**src/rtl/mandel_iter_if.sv**
```systemverilog
// mandel_iter_if: start/done handshake and result bus between the pixel sequencer and mandel_iter.
interface mandel_iter_if #(
   parameter int BITS      = 16,
   parameter int ITER_BITS = 8
);
   logic                        start;
   logic signed [BITS-1:0]      cr;
   logic signed [BITS-1:0]      ci;
   logic        [ITER_BITS-1:0] max_iter;
   logic                        busy;
   logic                        done;
   logic        [ITER_BITS-1:0] iter;
   logic                        escaped;
   modport master (output start, cr, ci, max_iter, input busy, done, iter, escaped);
   modport slave  (input start, cr, ci, max_iter, output busy, done, iter, escaped);
endinterface

```
**src/rtl/mandel_iter.sv**
```systemverilog
// mandel_iter: sequential Mandelbrot iteration engine sharing one truncating multiplier over x*x, y*y and x*y.
module approx_mul #(
   parameter int BITS = 16
) (
   input  logic signed [BITS-1:0] i_a,
   input  logic signed [BITS-1:0] i_b,
   output logic signed [BITS+3:0] o_p
);
   logic signed [2*BITS-1:0] w_a, w_b;
   assign w_a = i_a;
   assign w_b = i_b;
   // Keep [5:-(BITS-2)] of the full product, truncating the low fraction bits.
   assign o_p = (BITS+4)'((w_a * w_b) >>> (BITS-4));
endmodule

module mandel_iter #(
   parameter int BITS      = 16,
   parameter int ITER_BITS = 8
) (
   input logic           clk,
   input logic           rst,
   mandel_iter_if.slave  bus
);
   localparam int P = BITS + 4;
   localparam logic signed [P:0] FOUR = {5'b00001, {BITS{1'b0}}};

   typedef enum logic [2:0] {IDLE, SQ_X, SQ_Y, CROSS, DONE} state_t;

   state_t                      r_state, w_next;
   logic signed [BITS-1:0]      r_x, r_y, r_cr, r_ci, w_ma, w_mb;
   logic signed [P-1:0]         r_xx, r_yy, w_prod, w_diff, w_cx, w_cy, w_xn, w_yn;
   logic signed [P:0]           w_mag;
   logic        [ITER_BITS-1:0] r_iter, r_max, w_iter1;
   logic                        r_esc, w_escape, w_ovf;

   assign w_ma = (r_state == SQ_Y) ? r_y : r_x;
   assign w_mb = (r_state == SQ_X) ? r_x : r_y;

   approx_mul #(.BITS(BITS)) u_mul (.i_a(w_ma), .i_b(w_mb), .o_p(w_prod));

   assign w_mag    = r_xx + r_yy;
   assign w_escape = w_mag >= FOUR;
   assign w_diff   = r_xx - r_yy;
   assign w_cx     = {{4{r_cr[BITS-1]}}, r_cr};
   assign w_cy     = {{4{r_ci[BITS-1]}}, r_ci};
   assign w_xn     = (w_diff >>> 1) + w_cx;
   assign w_yn     = w_prod + w_cy;
   // A new coordinate is in range only if its top bits are pure sign extension.
   assign w_ovf    = (w_xn[P-1:BITS-1] != {5{w_xn[BITS-1]}}) ||
                     (w_yn[P-1:BITS-1] != {5{w_yn[BITS-1]}});
   assign w_iter1  = r_iter + 1'b1;

   always_comb begin
      w_next = r_state;
      case (r_state)
         IDLE:    w_next = bus.start ? ((bus.max_iter == '0) ? DONE : SQ_X) : IDLE;
         SQ_X:    w_next = SQ_Y;
         SQ_Y:    w_next = CROSS;
         CROSS:   w_next = (w_escape || w_ovf || w_iter1 == r_max) ? DONE : SQ_X;
         DONE:    w_next = IDLE;
         default: w_next = IDLE;
      endcase
   end

   always_ff @(posedge clk) begin
      if (rst) begin
         r_state <= IDLE;
         r_x     <= '0;
         r_y     <= '0;
         r_xx    <= '0;
         r_yy    <= '0;
         r_cr    <= '0;
         r_ci    <= '0;
         r_max   <= '0;
         r_iter  <= '0;
         r_esc   <= 1'b0;
      end else begin
         r_state <= w_next;
         case (r_state)
            IDLE: if (bus.start) begin
               r_cr   <= bus.cr;
               r_ci   <= bus.ci;
               r_max  <= bus.max_iter;
               r_x    <= '0;
               r_y    <= '0;
               r_iter <= '0;
               r_esc  <= 1'b0;
            end
            SQ_X: r_xx <= w_prod;
            SQ_Y: r_yy <= w_prod;
            CROSS: if (w_escape) begin
               r_esc <= 1'b1;
            end else begin
               r_iter <= w_iter1;
               if (w_ovf) begin
                  r_esc <= 1'b1;
               end else begin
                  r_x <= w_xn[BITS-1:0];
                  r_y <= w_yn[BITS-1:0];
               end
            end
            default: ;
         endcase
      end
   end

   assign bus.busy    = r_state != IDLE;
   assign bus.done    = r_state == DONE;
   assign bus.iter    = r_iter;
   assign bus.escaped = r_esc;
endmodule

```
**src/flat_wrapper.sv**
```systemverilog
// flat-port wrapper written by rule: the top's interface ports become plain ports
module mandel_iter_flat 
#(
   parameter int BITS      = 16,
   parameter int ITER_BITS = 8
)
  (clk, rst, bus_start, bus_cr, bus_ci, bus_max_iter, bus_busy, bus_done, bus_iter, bus_escaped);
  mandel_iter_if #(.BITS(BITS), .ITER_BITS(ITER_BITS)) bus_i ();
  input logic clk;
  input logic rst;
  input wire logic [$bits(bus_i.start)-1:0] bus_start;
  input wire logic [$bits(bus_i.cr)-1:0] bus_cr;
  input wire logic [$bits(bus_i.ci)-1:0] bus_ci;
  input wire logic [$bits(bus_i.max_iter)-1:0] bus_max_iter;
  output wire logic [$bits(bus_i.busy)-1:0] bus_busy;
  output wire logic [$bits(bus_i.done)-1:0] bus_done;
  output wire logic [$bits(bus_i.iter)-1:0] bus_iter;
  output wire logic [$bits(bus_i.escaped)-1:0] bus_escaped;
  assign bus_i.start = bus_start;
  assign bus_i.cr = bus_cr;
  assign bus_i.ci = bus_ci;
  assign bus_i.max_iter = bus_max_iter;
  assign bus_busy = bus_i.busy;
  assign bus_done = bus_i.done;
  assign bus_iter = bus_i.iter;
  assign bus_escaped = bus_i.escaped;
  mandel_iter #(.BITS(BITS), .ITER_BITS(ITER_BITS)) u_core (.clk(clk), .rst(rst), .bus(bus_i));
endmodule
```
**config.mk**
```make
export PLATFORM = sky130hd
export DESIGN_NAME = mandel_iter_flat
export DESIGN_NICKNAME = d
export VERILOG_FILES = /design/src/rtl/mandel_iter_if.sv /design/src/rtl/mandel_iter.sv /design/src/flat_wrapper.sv
export SDC_FILE = /design/constraint.sdc
export NUM_CORES = 1
export LEC_CHECK = 0
export ABC_AREA = 1
export BUFFER_PORTS_ARGS = -buffer_cell sky130_fd_sc_hd__clkbuf_2
export CAP_MARGIN = 20
export CORE_ASPECT_RATIO = 1.25
export CORE_MARGIN = 8
export CORE_UTILIZATION = 60
export CTS_CLUSTER_DIAMETER = 30
export DETAILED_ROUTE_END_ITERATION = 6
export GPL_ROUTABILITY_DRIVEN = 1
export PLACE_DENSITY = 0.73
export RECOVER_POWER = 25
export SYNTH_ARGS = -nofsm -noshare
export SYNTH_HDL_FRONTEND = slang
export SYNTH_HIERARCHICAL = 1
export SYNTH_SLANG_ARGS = --single-unit
```
**constraint.sdc**
```tcl
create_clock -name clk -period 25.6 [get_ports clk]
set_input_delay 2.56 -clock clk [delete_from_list [all_inputs] [get_ports clk]]
set_output_delay 2.56 -clock clk [all_outputs]
set_load 0.005 [all_outputs]
```
### Word-level counts from Yosys, hierarchy flattened

Index checks and enable logic that the tools add are counted.

| cells by class | value |
|---|---|
| $add $sub $neg | 5 |
| $mul | 1 |
| div/mod/pow operators | 0 |
| order comparisons | 1 |
| equal/unequal tests | 11 |
| shifts and indexed selects | 0 |
| mux-type cells | 20 |
| bitwise operators | 0 |
| reduce and logical (&&, ||, !) cells | 11 |

Operators with widths:

| operator | count |
|---|---|
| 16-bit two-way mux | 7 |
| 16-bit case mux with 2 select lines | 2 |
| 16-bit by 16-bit multiplier with 32-bit output | 1 |
| 20-bit by 20-bit adder with 21-bit output | 1 |
| 21-bit by 18-bit >= comparator with 1-bit output, second input constant | 1 |
| 19-bit by 16-bit adder with 20-bit output | 1 |
| 20-bit by 16-bit adder with 20-bit output | 1 |
| 20-bit subtractor | 1 |
| 8-bit two-way mux | 2 |
| 8-bit case mux with 2 select lines | 1 |
| 3-bit case mux with 4 select lines | 1 |
| 3-bit two-way mux | 3 |
| 8-bit by 1-bit adder with 8-bit output, second input constant | 1 |
| 8-bit == test | 1 |
| 8-bit logical NOT | 1 |
| 4-bit inequality test | 2 |
| 3-bit by 2-bit == test with 1-bit output, second input constant | 2 |
| 2-bit inequality test, second input constant | 3 |
| 3-bit AND reduction | 2 |
| 4-bit AND reduction | 1 |
| 3-bit by 1-bit == test with 1-bit output, second input constant | 1 |
| 3-bit == test, second input constant | 1 |
| 3-bit logical NOT | 1 |
| 1-bit logical OR | 3 |
| 6 further kinds | 8 |

| storage, ports and cells | value |
|---|---|
| bits in registers | 124 |
| bits in latches | 0 |
| RAM bits | 0 |
| bits in read-only memories | 0 |
| input bits | 43 |
| output and inout bits | 11 |
| logic and storage cells | 59 |
| memories kept | 0 |

### Depth between registers and ports, before layout

| depth | value |
|---|---|
| depth after elaboration | 10 |
| depth in mapped cells | 55 |

### Modules after synthesis

Netlist, hierarchy kept.

By module, submodules not included:

| module | times used | cells an instance | area each (µm²) |
|---|---|---|---|
| approx_mul | 1 | 1,527 | 10,910.5 |
| mandel_iter | 1 | 1,561 | 9,728.1 |

### Worst setup path after synthesis

Ideal clock, no wire load.

| timing | value |
|---|---|
| path kind | register -> register |
| start point | reg u_core.r_state[0] |
| end point | reg u_core.r_x[0] |
| setup time | 115 ps |
| arrival | 8,280 ps |
| data required time | 25,485 ps |
| setup slack | 17,205 ps |
| cell stages (with the launch flop) | 41 |
| path buffers | 4 |
| period minus slack after synthesis | 8,395 ps |
| path through | dfxtp_1 > clkbuf_1 > nor3_1 > nand2_1 > o21ai_0 > clkbuf_1 > nand2_1 > fa_1 > inv_1 > fa_1 > inv_1 > fa_1 > inv_1 > fa_1 > fa_1 > inv_1 > fa_1 > inv_1 > [5 not listed] > nand3_1 > nand2_1 > ha_1 > nand2_1 > nand2_1 > o21bai_1 > a21oi_1 > nand3_1 > nand3_1 > nand2_1 > nor2_1 > nand2_1 > nor2_2 > nand3_2 > buf_6 > buf_6 > a21oi_1 > nor2_1 |

| between the ends | value |
|---|---|
| word-level cells in the longest chain between the ends | 8 |
| elaborated cells between the ends (all ways) | 16 |
| those cells by class | add/sub: 1; mul: 1; eq/ne: 7; mux: 3; reduce/logical: 4 |

RTL lines:

| item | RTL line | text |
|---|---|---|
| from (decl) | mandel_iter.sv:29 | `state_t r_state, w_next;` |
| from (signal assigned) | mandel_iter.sv:78 | `r_state <= w_next;` |
| 3-bit by 2-bit == test with 1-bit output | mandel_iter.sv:36 | `assign w_ma = (r_state == SQ_Y) ? r_y : r_x;` |
| 16-bit two-way mux | mandel_iter.sv:36 |  |
| named net u_core.w_ma[15] | mandel_iter.sv:30 | `logic signed [BITS-1:0] r_x, r_y, r_cr, r_ci, w_ma, w_mb;` |
| 16-bit by 16-bit multiplier with 32-bit output | mandel_iter.sv:13 | `assign o_p = (BITS+4)'((w_a * w_b) >>> (BITS-4));` |
| named net u_core.w_prod[16] | mandel_iter.sv:31 | `logic signed [P-1:0] r_xx, r_yy, w_prod, w_diff, w_cx, w_cy, w_xn, w_yn;` |
| 20-bit by 16-bit adder with 20-bit output | mandel_iter.sv:47 | `assign w_yn = w_prod + w_cy;` |
| 4-bit inequality test | mandel_iter.sv:50 | `(w_yn[P-1:BITS-1] != {5{w_yn[BITS-1]}});` |
| 1-bit logical OR | mandel_iter.sv:49 | `assign w_ovf = (w_xn[P-1:BITS-1] != {5{w_xn[BITS-1]}}) \|\|` |
| 2-bit inequality test (no source line) | -- |  |
| 4-bit AND reduction (no source line) | -- |  |
| to (signal assigned) | mandel_iter.sv:98 | `r_x <= w_xn[BITS-1:0];` |
| to (decl) | mandel_iter.sv:30 |  |

The timed path passes the listed nets, and every way through them passes these cells.
A chain may end at the register's enable or synchronous reset.

### Final worst setup path

| timing | value |
|---|---|
| start point | reg u_core.r_state[0] |
| end point | reg u_core.r_x[13] |

| between the ends | value |
|---|---|
| word-level cells in the longest chain between the ends | 8 |
| elaborated cells between the ends (all ways) | 16 |
| those cells by class | add/sub: 1; mul: 1; eq/ne: 7; mux: 3; reduce/logical: 4 |

RTL lines:

| item | RTL line | text |
|---|---|---|
| 3-bit by 1-bit == test with 1-bit output | mandel_iter.sv:37 | `assign w_mb = (r_state == SQ_X) ? r_x : r_y;` |
| 16-bit two-way mux | mandel_iter.sv:37 |  |
| named net u_core.w_mb[4] | mandel_iter.sv:30 |  |
| 16-bit by 16-bit multiplier with 32-bit output | mandel_iter.sv:13 |  |
| named net u_core.w_prod[16] | mandel_iter.sv:31 |  |
| 20-bit by 16-bit adder with 20-bit output | mandel_iter.sv:47 |  |
| 4-bit inequality test | mandel_iter.sv:50 |  |
| 1-bit logical OR | mandel_iter.sv:49 |  |
| 2-bit inequality test (no source line) | -- |  |
| 4-bit AND reduction (no source line) | -- |  |

The timed path passes the listed nets, and every way through them passes these cells.

==> results.ini <==
[outcome]
status = finished, violations left
violations = capacitance limit, slew limit

[die]
num_io_pins = 54
design.die.area_um2 = 40600
die_w_um = 182
die_h_um = 223
start_util_pct = 60.3
design.core.area_um2 = 34200
rows = 76

[final_layout]
n_antenna_cell = 0
final_cell_mix = 765 x nand2_1, 726 x inv_1, 271 x nor2_1, 265 x fa_1, 193 x a21oi_1
layout-drive-gt1-share_pct = 6.07
nFillCells = 3183
fin_area_um2 = 21800
fin_cells = 3510
syn2layout_area_growth_pct = 5.57
final_net_count = 3533
final_common_cell = nand2_1

[worst_setup_path]
endpoint_kind = register
max_stage_delay_ns = 1.04
cpMostUsedCell = nand2_1
start_kind = register
crit_fanout = 65
worst-setup-path-type = register to register
regToRegSetupSlack_ns = 15.30
critPathRequiredTime_ns = 25.91
cp.arrival_ns = 10.61
slowest_stage = o21ai_1

[grt]
track_usage_pct = 30.4
grt_pass1_wl_mm = 97.1
grt_overflow_total = 0
antenna_found_initial = 0
grt_max_degree = 82
grt_pass1_vias = 19100

[place]
dp_cells = 3475
placed_area_um2 = 21200
dp_slack_ns = 15.43
place.gp.congestion = 0.960
dp.final_hpwl_mm = 50.1
portBuffers = 53

[pwr]
power.leakage_nw = 12.5
p_per_area_nw_per_um2 = 88.4
power_mw = 1.93
ir_worst_vdd_uv = 96.0

[detailed_routing]
viasPerCell = 5.39
wl_met3_mm = 2.98
met2WireLength_mm = 30.4
drt_pass1_iterations = 7
routed-via-count = 18900
wl_met1_mm = 22.4
drt_iter0_drc = 1253
routed_wl_mm = 61.0
ant_nets = 0
top_layer = met4
drc = 0
drt-wirelength-per-cell_um = 17.4

[sta]
setup_viol = 0
setup_ws_ns = 15.30
maxSlewViolCount = 190
finalCritPeriodShare_pct = 40.2
hold_viol_final = 0
tightest_slew_ns = 3.72
slew_headroom_pct = -148
max_freq_ghz = 0.0971
rsz0062_at_grt = false
tns_ns = 0
finalClockSkew_ns = 0.00927
fin_crit_ns = 10.30

[logic_synthesis]
syn_avg_cell_area_um2 = 6.68
ys_async_sr_fraction_pct = 0
ys_warn_count = 6
syn_nets = 3553
ys_seq_area_share_pct = 12.0
synth_edf_count = 0
synth-seq-cells = 124
synth_area_um2 = 20600
synth_cell_types = 42
ys.flop_type = dfxtp_1
syn_inst = 3088

[cts]
post_cts_buffers = 0
clock_latency_ns = 0.43
cts_tree = done
post_cts_resized = 0
htreeDepth = 4
clock_sinks = 124
hold_buffers = 0
root_buffer = clkbuf_16
path_clk_slew_ns = 0.06
clock_path_buffers = 2
numCtsBuffers = 17

[min_path]
hp-class = register to register

[run]
drv_cap = 3

-- critical path, delay by kind of cell, from the launching register on --
family | cells | cell delay, ns
compound gates | 5 | 1.83
fa+ha+maj | 8 | 4.34
flops | 1 | 0.42
simple gates | 20 | 2.44
buf+inv | 7 | 1.11
-- through the flow --
| stage | hold WS (ns) | util [%] |
|---|---|---|
| floorplan | 0.428 | - |
| global placement | 0.441 | 61.9 |
| detailed placement | 0.465 | 61.9 |
| CTS | 0.474 | 63.6 |
| global route | 0.498 | 63.6 |
| finish | 0.480 | 63.6 |
-- power breakdown --
part / internal (mW) / switching [mW]
clock network: 0.155 / 0.0969
logic: 0.450 / 0.991
registers: 0.218 / 0.0170
-- synthesized netlist by cell type (2+ instances only) --
| cell | instances | area (um2) |
|---|---|---|
| clkbuf_2 | 3 | 15.0 |
| a31oi_1 | 3 | 18.8 |
| nand3_1 | 101 | 505 |
| xor2_1 | 33 | 289 |
| nor4_1 | 6 | 37.5 |
| o211ai_1 | 2 | 15.0 |
| nand3b_1 | 6 | 45.0 |
| buf_2 | 10 | 50.1 |
| nand4_1 | 16 | 100 |
| o21ai_0 | 165 | 826 |
| o21ai_1 | 3 | 15.0 |
| nand3_2 | 23 | 230 |
| a21oi_1 | 193 | 966 |
| o21bai_1 | 14 | 105 |
| buf_4 | 3 | 22.5 |
| buf_1 | 3 | 11.3 |
| clkbuf_1 | 96 | 360 |
| o21a_1 | 5 | 37.5 |
| nor2_1 | 272 | 1020 |
| or2_2 | 5 | 31.3 |
| clkinv_1 | 2 | 7.51 |
| inv_1 | 727 | 2730 |
| xnor2_1 | 15 | 131 |
| inv_2 | 11 | 41.3 |
| fa_1 | 265 | 5310 |
| a21o_1 | 2 | 15.0 |
| ha_1 | 157 | 1960 |
| buf_6 | 6 | 67.6 |
| nor2_2 | 12 | 75.1 |
| nor3_1 | 17 | 85.1 |
| nand2_1 | 765 | 2870 |
| dfxtp_1 | 124 | 2480 |
| nand2_2 | 14 | 87.6 |
-- layer usage --
metal	vias up	global-route usage, %
li1	9164	-
met1	8911	33.2
met2	627	53.3
met3	211	3.21
met4	0	23.7
met5	-	0
-- logic make-up after synthesis --
family | Yosys count | share of synthesized area, %
AOI/OAI and AO/OA | 391 | 9.84
DFF | 124 | 12.0
xor gates and xnor gates | 48 | 2.04
buffers and inverters | 861 | 16.0
and+or+nand+nor | 1242 | 24.9
adders and majority gates | 422 | 35.2
-- area by class of cell --
cell class | count | area, um2 | area share, %
Tap cell | 429 | 537 | 2.46
Timing Repair Buffer | 82 | 463 | 2.12
Multi-Input combinational cell | 2103 | 14900 | 68.5
Clock buffer | 21 | 480 | 2.21
Clock inverter | 11 | 130 | 0.597
Inverter | 740 | 2780 | 12.8
Sequential cell | 124 | 2480 | 11.4
-- worst paths after layout --
kind	start	end	cells past startpoint
min	u_core/r_max[4]	u_core/r_max[4]	2
max reg2reg	u_core/r_state[0]	u_core/r_x[13]	40
max	u_core/r_state[0]	u_core/r_x[13]	40
min reg2reg	u_core/r_max[4]	u_core/r_max[4]	2
-- sequential cells by signal (all words and copies together), names as in the netlist --
register	cells
u_core/bus.escaped	1
u_core/bus.iter	8
u_core/r_ci	16
u_core/r_cr	16
u_core/r_max	8
u_core/r_state	3
u_core/r_x	16
u_core/r_xx	20
u_core/r_y	16
u_core/r_yy	20
(Power assumes the default switching activity.)
